## config.mk

```make
export PLATFORM = sky130hd
export DESIGN_NAME = fifo_reader
export DESIGN_NICKNAME = d
export VERILOG_FILES = /design/src/rtl/fifo_reader_pkg.sv /design/src/rtl/fifo_reader_skid.sv /design/src/rtl/fifo_reader.sv
export SDC_FILE = /design/constraint.sdc
export NUM_CORES = 1
export LEC_CHECK = 0
export ABC_CLOCK_PERIOD_IN_PS = 4700
export BUFFER_PORTS_ARGS = -buffer_cell sky130_fd_sc_hd__buf_4
export CAP_MARGIN = 20
export CORE_MARGIN = 2
export CORE_UTILIZATION = 45
export CTS_CLUSTER_SIZE = 8
export DETAILED_ROUTE_END_ITERATION = 8
export PLACE_DENSITY = 0.68
export SYNTH_ARGS = -nofsm -noshare
export SYNTH_HDL_FRONTEND = slang
export SYNTH_SLANG_ARGS = --single-unit
```

## constraint.sdc

```tcl
create_clock -name clk -period 4.7 [get_ports clk]
set_clock_uncertainty 0.2 [all_clocks]
set_input_delay 0.47 -clock clk [delete_from_list [all_inputs] [get_ports clk]]
set_output_delay 0.47 -clock clk [all_outputs]
set_load 0.005 [all_outputs]
```

## src/rtl/fifo_reader_pkg.sv

```systemverilog
// fifo_reader_pkg: shared types and constants for the FIFO reader block.
//   state_e    - reader FSM states (IDLE, RUN, GAP, STOP)
//   SKID_DEPTH - number of entries in the output skid buffer
//   SKID_OCCW  - width of the skid occupancy count
//   cnt_width  - burst counter width for a given MAXBURST
package fifo_reader_pkg;

    typedef enum logic [1:0] {
        IDLE,
        RUN,
        GAP,
        STOP
    } state_e;

    localparam int unsigned SKID_DEPTH = 2;
    localparam int unsigned SKID_OCCW  = $clog2(SKID_DEPTH + 1);

    function automatic int unsigned cnt_width(input int unsigned maxburst);
        return $clog2(maxburst + 1);
    endfunction

endpackage

```

## src/rtl/fifo_reader_skid.sv

```systemverilog
// fifo_reader_skid: 2-entry FIFO-ordered valid/ready skid buffer.
// Ports:
//   clk, rst     - clock, synchronous active-high reset (discards contents)
//   push_i       - write push_data_i at the clock edge (ignored when full
//                  unless a handshake frees a slot in the same cycle)
//   push_data_i  - word to store
//   valid_o      - buffer holds at least one word
//   data_o       - oldest stored word
//   ready_i      - downstream accept; handshake = valid_o && ready_i
//   occ_o        - current occupancy (0..SKID_DEPTH)
module fifo_reader_skid
    import fifo_reader_pkg::*;
#(
    parameter int unsigned WIDTH = 32
) (
    input  logic                 clk,
    input  logic                 rst,
    input  logic                 push_i,
    input  logic [WIDTH-1:0]     push_data_i,
    output logic                 valid_o,
    output logic [WIDTH-1:0]     data_o,
    input  logic                 ready_i,
    output logic [SKID_OCCW-1:0] occ_o
);

    logic [WIDTH-1:0]     head_q, head_d;
    logic [WIDTH-1:0]     tail_q, tail_d;
    logic [SKID_OCCW-1:0] occ_q, occ_d;
    logic                 pop;
    logic                 push_ok;

    assign pop     = (occ_q != '0) && ready_i;
    assign push_ok = push_i && ((occ_q < SKID_OCCW'(SKID_DEPTH)) || pop);

    always_comb begin
        head_d = head_q;
        tail_d = tail_q;
        occ_d  = occ_q;
        unique case (occ_q)
            SKID_OCCW'(0): begin
                if (push_ok) begin
                    head_d = push_data_i;
                    occ_d  = SKID_OCCW'(1);
                end
            end
            SKID_OCCW'(1): begin
                if (push_ok && pop) begin
                    head_d = push_data_i;
                end else if (push_ok) begin
                    tail_d = push_data_i;
                    occ_d  = SKID_OCCW'(2);
                end else if (pop) begin
                    occ_d  = SKID_OCCW'(0);
                end
            end
            default: begin
                // Full: a pop shifts the tail forward; a push may refill it.
                if (pop) begin
                    head_d = tail_q;
                    if (push_ok) begin
                        tail_d = push_data_i;
                    end else begin
                        occ_d  = SKID_OCCW'(1);
                    end
                end
            end
        endcase
    end

    always_ff @(posedge clk) begin
        if (rst) begin
            head_q <= '0;
            tail_q <= '0;
            occ_q  <= '0;
        end else begin
            head_q <= head_d;
            tail_q <= tail_d;
            occ_q  <= occ_d;
        end
    end

    assign valid_o = (occ_q != '0);
    assign data_o  = head_q;
    assign occ_o   = occ_q;

endmodule

```

## src/rtl/fifo_reader.sv

```systemverilog
// fifo_reader: drains a show-ahead FIFO read port into a valid/ready stream
// through a 2-entry skid buffer, with burst/gap pacing.
// Ports:
//   clk, rst           - clock, synchronous active-high reset
//   enable             - draining permitted while high
//   burst_len, gap_len - pacing (burst_len 0 = unlimited), sampled IDLE->RUN
//   f_empty, f_dataout - FIFO show-ahead read side
//   f_pull             - FIFO pop request (combinational)
//   m_valid, m_data    - output stream, m_ready = downstream accept
//   busy               - FSM not in IDLE
//   words_out          - wrapping count of stream handshakes
//   m_parity           - even parity of m_data (only with FIFO_READER_PARITY_EN)
// Optional feature macro: FIFO_READER_PARITY_EN
module fifo_reader
    import fifo_reader_pkg::*;
#(
    parameter int unsigned busw     = 32,
    parameter int unsigned MAXBURST = 16,
    parameter int unsigned GAPW     = 4
) (
    input  logic                          clk,
    input  logic                          rst,
    input  logic                          enable,
    input  logic [cnt_width(MAXBURST)-1:0] burst_len,
    input  logic [GAPW-1:0]               gap_len,
    input  logic                          f_empty,
    input  logic [busw-1:0]               f_dataout,
    output logic                          f_pull,
    output logic                          m_valid,
    output logic [busw-1:0]               m_data,
    input  logic                          m_ready,
    output logic                          busy,
    output logic [31:0]                   words_out
`ifdef FIFO_READER_PARITY_EN
    ,
    output logic                          m_parity
`endif
);

    localparam int unsigned BW = cnt_width(MAXBURST);
`ifdef FIFO_READER_PARITY_EN
    localparam int unsigned SW = busw + 1;
`else
    localparam int unsigned SW = busw;
`endif

    state_e                 state_q, state_d;
    logic [BW-1:0]          burst_cnt_q, burst_cnt_d;
    logic [BW-1:0]          burst_len_q, burst_len_d;
    logic [GAPW-1:0]        gap_cnt_q, gap_cnt_d;
    logic [GAPW-1:0]        gap_len_q, gap_len_d;
    logic [31:0]            words_q, words_d;

    logic [SW-1:0]          skid_in;
    logic [SW-1:0]          skid_out;
    logic [SKID_OCCW-1:0]   occ;
    logic                   handshake;

`ifdef FIFO_READER_PARITY_EN
    assign skid_in  = {^f_dataout, f_dataout};
    assign m_parity = skid_out[busw];
`else
    assign skid_in  = f_dataout;
`endif
    assign m_data = skid_out[busw-1:0];

    fifo_reader_skid #(
        .WIDTH (SW)
    ) u_skid (
        .clk         (clk),
        .rst         (rst),
        .push_i      (f_pull),
        .push_data_i (skid_in),
        .valid_o     (m_valid),
        .data_o      (skid_out),
        .ready_i     (m_ready),
        .occ_o       (occ)
    );

    // enable is included so that no pop happens on the cycle enable is seen
    // low, even though the state still reads RUN until the next edge.
    assign f_pull    = (state_q == RUN) && enable && !f_empty
                       && (occ < SKID_OCCW'(SKID_DEPTH));
    assign handshake = m_valid && m_ready;
    assign busy      = (state_q != IDLE);

    always_comb begin
        state_d     = state_q;
        burst_cnt_d = burst_cnt_q;
        burst_len_d = burst_len_q;
        gap_cnt_d   = gap_cnt_q;
        gap_len_d   = gap_len_q;
        words_d     = handshake ? words_q + 32'd1 : words_q;

        unique case (state_q)
            IDLE: begin
                if (enable) begin
                    state_d     = RUN;
                    burst_cnt_d = burst_len;
                    burst_len_d = burst_len;
                    gap_cnt_d   = gap_len;
                    gap_len_d   = gap_len;
                end
            end
            RUN: begin
                if (!enable) begin
                    state_d = STOP;
                end else if (f_pull && (burst_len_q != '0)) begin
                    if (burst_cnt_q == BW'(1)) begin
                        // Burst complete: zero gap chains straight into the next burst.
                        if (gap_len_q == '0) begin
                            burst_cnt_d = burst_len_q;
                        end else begin
                            state_d   = GAP;
                            gap_cnt_d = gap_len_q;
                        end
                    end else begin
                        burst_cnt_d = burst_cnt_q - BW'(1);
                    end
                end
            end
            GAP: begin
                if (!enable) begin
                    state_d = STOP;
                end else if (gap_cnt_q <= GAPW'(1)) begin
                    state_d     = RUN;
                    burst_cnt_d = burst_len_q;
                end else begin
                    gap_cnt_d = gap_cnt_q - GAPW'(1);
                end
            end
            STOP: begin
                if (occ == '0) begin
                    state_d = IDLE;
                end
            end
            default: begin
                state_d = IDLE;
            end
        endcase
    end

    always_ff @(posedge clk) begin
        if (rst) begin
            state_q     <= IDLE;
            burst_cnt_q <= '0;
            burst_len_q <= '0;
            gap_cnt_q   <= '0;
            gap_len_q   <= '0;
            words_q     <= '0;
        end else begin
            state_q     <= state_d;
            burst_cnt_q <= burst_cnt_d;
            burst_len_q <= burst_len_d;
            gap_cnt_q   <= gap_cnt_d;
            gap_len_q   <= gap_len_d;
            words_q     <= words_d;
        end
    end

    assign words_out = words_q;

endmodule

```

==> summary.txt <==
Synth Area in XOR/XNOR: 4.90%
R2R setup slack: 1590 ps
Final setup fails: 0
Hold Path Class: in -> reg
Reg power frac: 36.7%
RSZ-0062 raised after global routing: no
Area leader, netlist: dfxtp_1
Reg2reg path depth: 8
WP data arrival: 3230 ps
Post-synth top cells: dfxtp_1 (118), nand2_1 (95), nor2_1 (69)
Root Driver: clkbuf_16
WP data required: 4820 ps
Antenna violations before repair: 0
Vias: 4768
Core Area: 0.0115 mm2
Total wire length: 12.8 mm
Yosys reg bits: 118
Syn_area_per_cell: 8.37 um2
Worst R2R Start: state_q[1]$_SDFFE_PP0P_
Post-route minimum period: 3110 ps
Initial Util: 46.6%
Clock share of power: 37.6%
Fin crit share: 66.2%
Final Hold Fails: 0
Area Growth Syn to Fin: 27.4%
Total track usage: 20.5%
Headroom to the max-slew limit: 32.6%
Ys Warns: 0
Area of the multi-input gates: 0.00276 mm2
Post-CTS Setup Inserts: 0
F_max: 321 MHz
CP Capture Point: u_skid.data_o[1]$_SDFFE_PP0P_
Cells after Synth: 641
Comb pwr share: 25.8%
Status: complete, but fails checks
Worst skew pair latency: 410 ps
Overflow after GRT: 0
FF+latch area: 0.00236 mm2
Syn Nets: 698
DR vias/cell: 5.36
Worst vdd ir: 256 uV
# port buffers: 112
Synth top area share: 44.0%
Leakage: 2.52 nW
Max cap viols: 0
Fin Hold WS: 108 ps
WL per Instance: 14.3 um
Post-CTS Hold Fix Bufs: 0
Net Sw Power: 1.01 mW
First drt pass iteration count: 7
DIE AREA: 0.0128 mm2
Tot Pwr: 3.25 mW
Clock transition at path regs: 60 ps
Post-synth cell types: 50
# diodes: 0
Worst-margin pin slew: 1010 ps
Layout cells sized above 1: 22.2%
Synth async-reset ratio: 0%
Simple-gate area share of the yosys netlist: 21.1%
Pwr dens: 476 mW/mm2
Pin count of the biggest net entering global routing: 74
Internal: 2.25 mW
TritonCTS clock tree: built
Area after DPL: 0.00627 mm2
Detailed Route Iter0 Violations: 229
Post-synth EDFFs: 0
Design area: 0.00684 mm2
Largest family of logic cells by synthesized area: simple AND/OR/NAND/NOR gates
CP endpoint kind: flip-flop
Final-layout fill cell count: 1002
Post-synthesis sequential area ratio: 44.0%
Crit path max fanout: 42
Beginning of the critical path: state_q[1]$_SDFFE_PP0P_
Final #Nets: 792
Startpoint Class: flip-flop
Max-slew violations: 0
Post-detail-place hpwl: 8.63 mm
Clock sink count: 118
Adder-cell area share of the yosys netlist: 2.57%
Final TNS setup: 0 ps
WS Path Type: reg -> reg
Io pins: 113
CTS resizes: 0
Synth top area cells: dfxtp_1 (44%), nand2_1 (6.6%), mux2i_1 (6.2%)
First-pass GRT wire length: 21.2 mm
Clock buffer depth: 2
Synthesized area: 0.00537 mm2
Failing checks: DRC
R2R Path End: u_skid.data_o[1]$_SDFFE_PP0P_
Rows: 39
Count leader, synth: dfxtp_1
Switching Share: 31.0%
Hold Startpoint: f_dataout[31]
Vias in the first global route: 4506
Die width: 113 um
Post-synthesis mux area share: 6.37%
Cts bufs inserted: 17
Die height: 113 um
# DRC: 4
Synth Area in Compound Gates: 16.3%
GP Congestion: 0.894
# H-tree levels: 4
Ys flop type: dfxtp_1
Antenna Nets Post-Route: 0
worst min-delay path by stage:
stage / endpoint / slack (ps) / cells after the start
finish: u_skid.tail_q[31]$_SDFFE_PP0P_ / 110 / 3
floorplan: u_skid.tail_q[0]$_SDFFE_PP0P_ / 240 / 2
CTS: u_skid.occ_o[1]$_SDFFE_PP0P_ / 90 / 2
global placement: u_skid.tail_q[0]$_SDFFE_PP0P_ / 240 / 2
detailed placement: u_skid.tail_q[18]$_SDFFE_PP0P_ / 250 / 2
global route: u_skid.tail_q[31]$_SDFFE_PP0P_ / 90 / 3
logic make-up after synthesis:
| logic type | count (synthesis) |
|---|---|
| XOR/XNOR | 30 |
| AND/OR/NAND/NOR | 246 |
| buffers and inverters | 66 |
| adder cells (fa/ha/maj) | 11 |
| flip-flops | 118 |
| multiplexers | 34 |
| AO/OA/AOI/OAI | 136 |
layout by cell type, fill, tap and decap left out, drive strengths merged, types with 2 or more instances in the layout:
cell,Yosys,layout
a21oi,63,63
clkinv,0,7
dfxtp,118,118
a211oi,34,34
o2111a,2,2
nor2,70,70
ha,11,11
or4,2,2
xnor2,23,23
clkinvlp,0,3
o221ai,6,6
or3,4,4
xor2,7,7
buf,12,117
inv,24,24
clkbuf,30,20
a21o,3,3
and3,4,4
nor4,8,8
and4,5,5
nand2b,4,4
o21a,2,2
nor3,15,15
or2,4,4
nand4,4,4
nand3,25,25
mux2i,33,33
nand2,95,95
a221oi,2,2
o211ai,5,5
o21ai,12,12
final cells by class:
type | instances | area share, %
clock buffers | 20 | 6.83
well taps | 143 | 2.62
flip-flops and latches | 118 | 34.6
multi-input cells | 457 | 40.3
inverters | 24 | 1.32
repair buffers | 117 | 12.8
clock inverters | 11 | 1.50
critical path, cell delays in order, from the launching register on:
cell and delay (ps):
dfxtp_1 370, inv_1 130, ha_1 410, and3b_1 290
nor2_1 100, a21oi_4 800, buf_4 380, nor2_1 80
a211oi_1 240
metal layers:
layer  vias up  track usage (%)  share of wire (%)
li1       2413                -                  -
met1      2246             26.2                 44
met2        95             32.1                 49
met3        14             6.59                5.7
met4         0             8.29                1.7
met5         -                0                  0
flip-flops by register name (all words and copies together), names as in the netlist:
register       cells
gap_cnt_q          4
burst_len_q        5
u_skid.occ_o       2
gap_len_q          4
state_q            2
u_skid.tail_q     32
u_skid.data_o     32
words_out         32
burst_cnt_q        5
power by group through the flow:
| stage | Combinational (mW) | Sequential (mW) | Clock (mW) |
|---|---|---|---|
| after CTS | 0.844 | 1.19 | 1.25 |
| final | 0.839 | 1.19 | 1.22 |
| after floorplan | 0.599 | 1.19 | 0 |
| after global placement | 0.808 | 1.21 | 0 |
| after global routing | 0.947 | 1.21 | 1.29 |
| after detailed placement | 0.838 | 1.21 | 0 |
through the flow:
stage | utilization, % | cells | setup WS, ps
after global placement | 54.4 | 859 | 1790
final | 59.4 | 890 | 1590
after floorplan | - | 641 | 2570
after CTS | 59.4 | 890 | 1610
after detailed placement | 54.4 | 859 | 1610
after global routing | 59.4 | 890 | 1270
No activity file was read; power rests on OpenSTA's default activity.
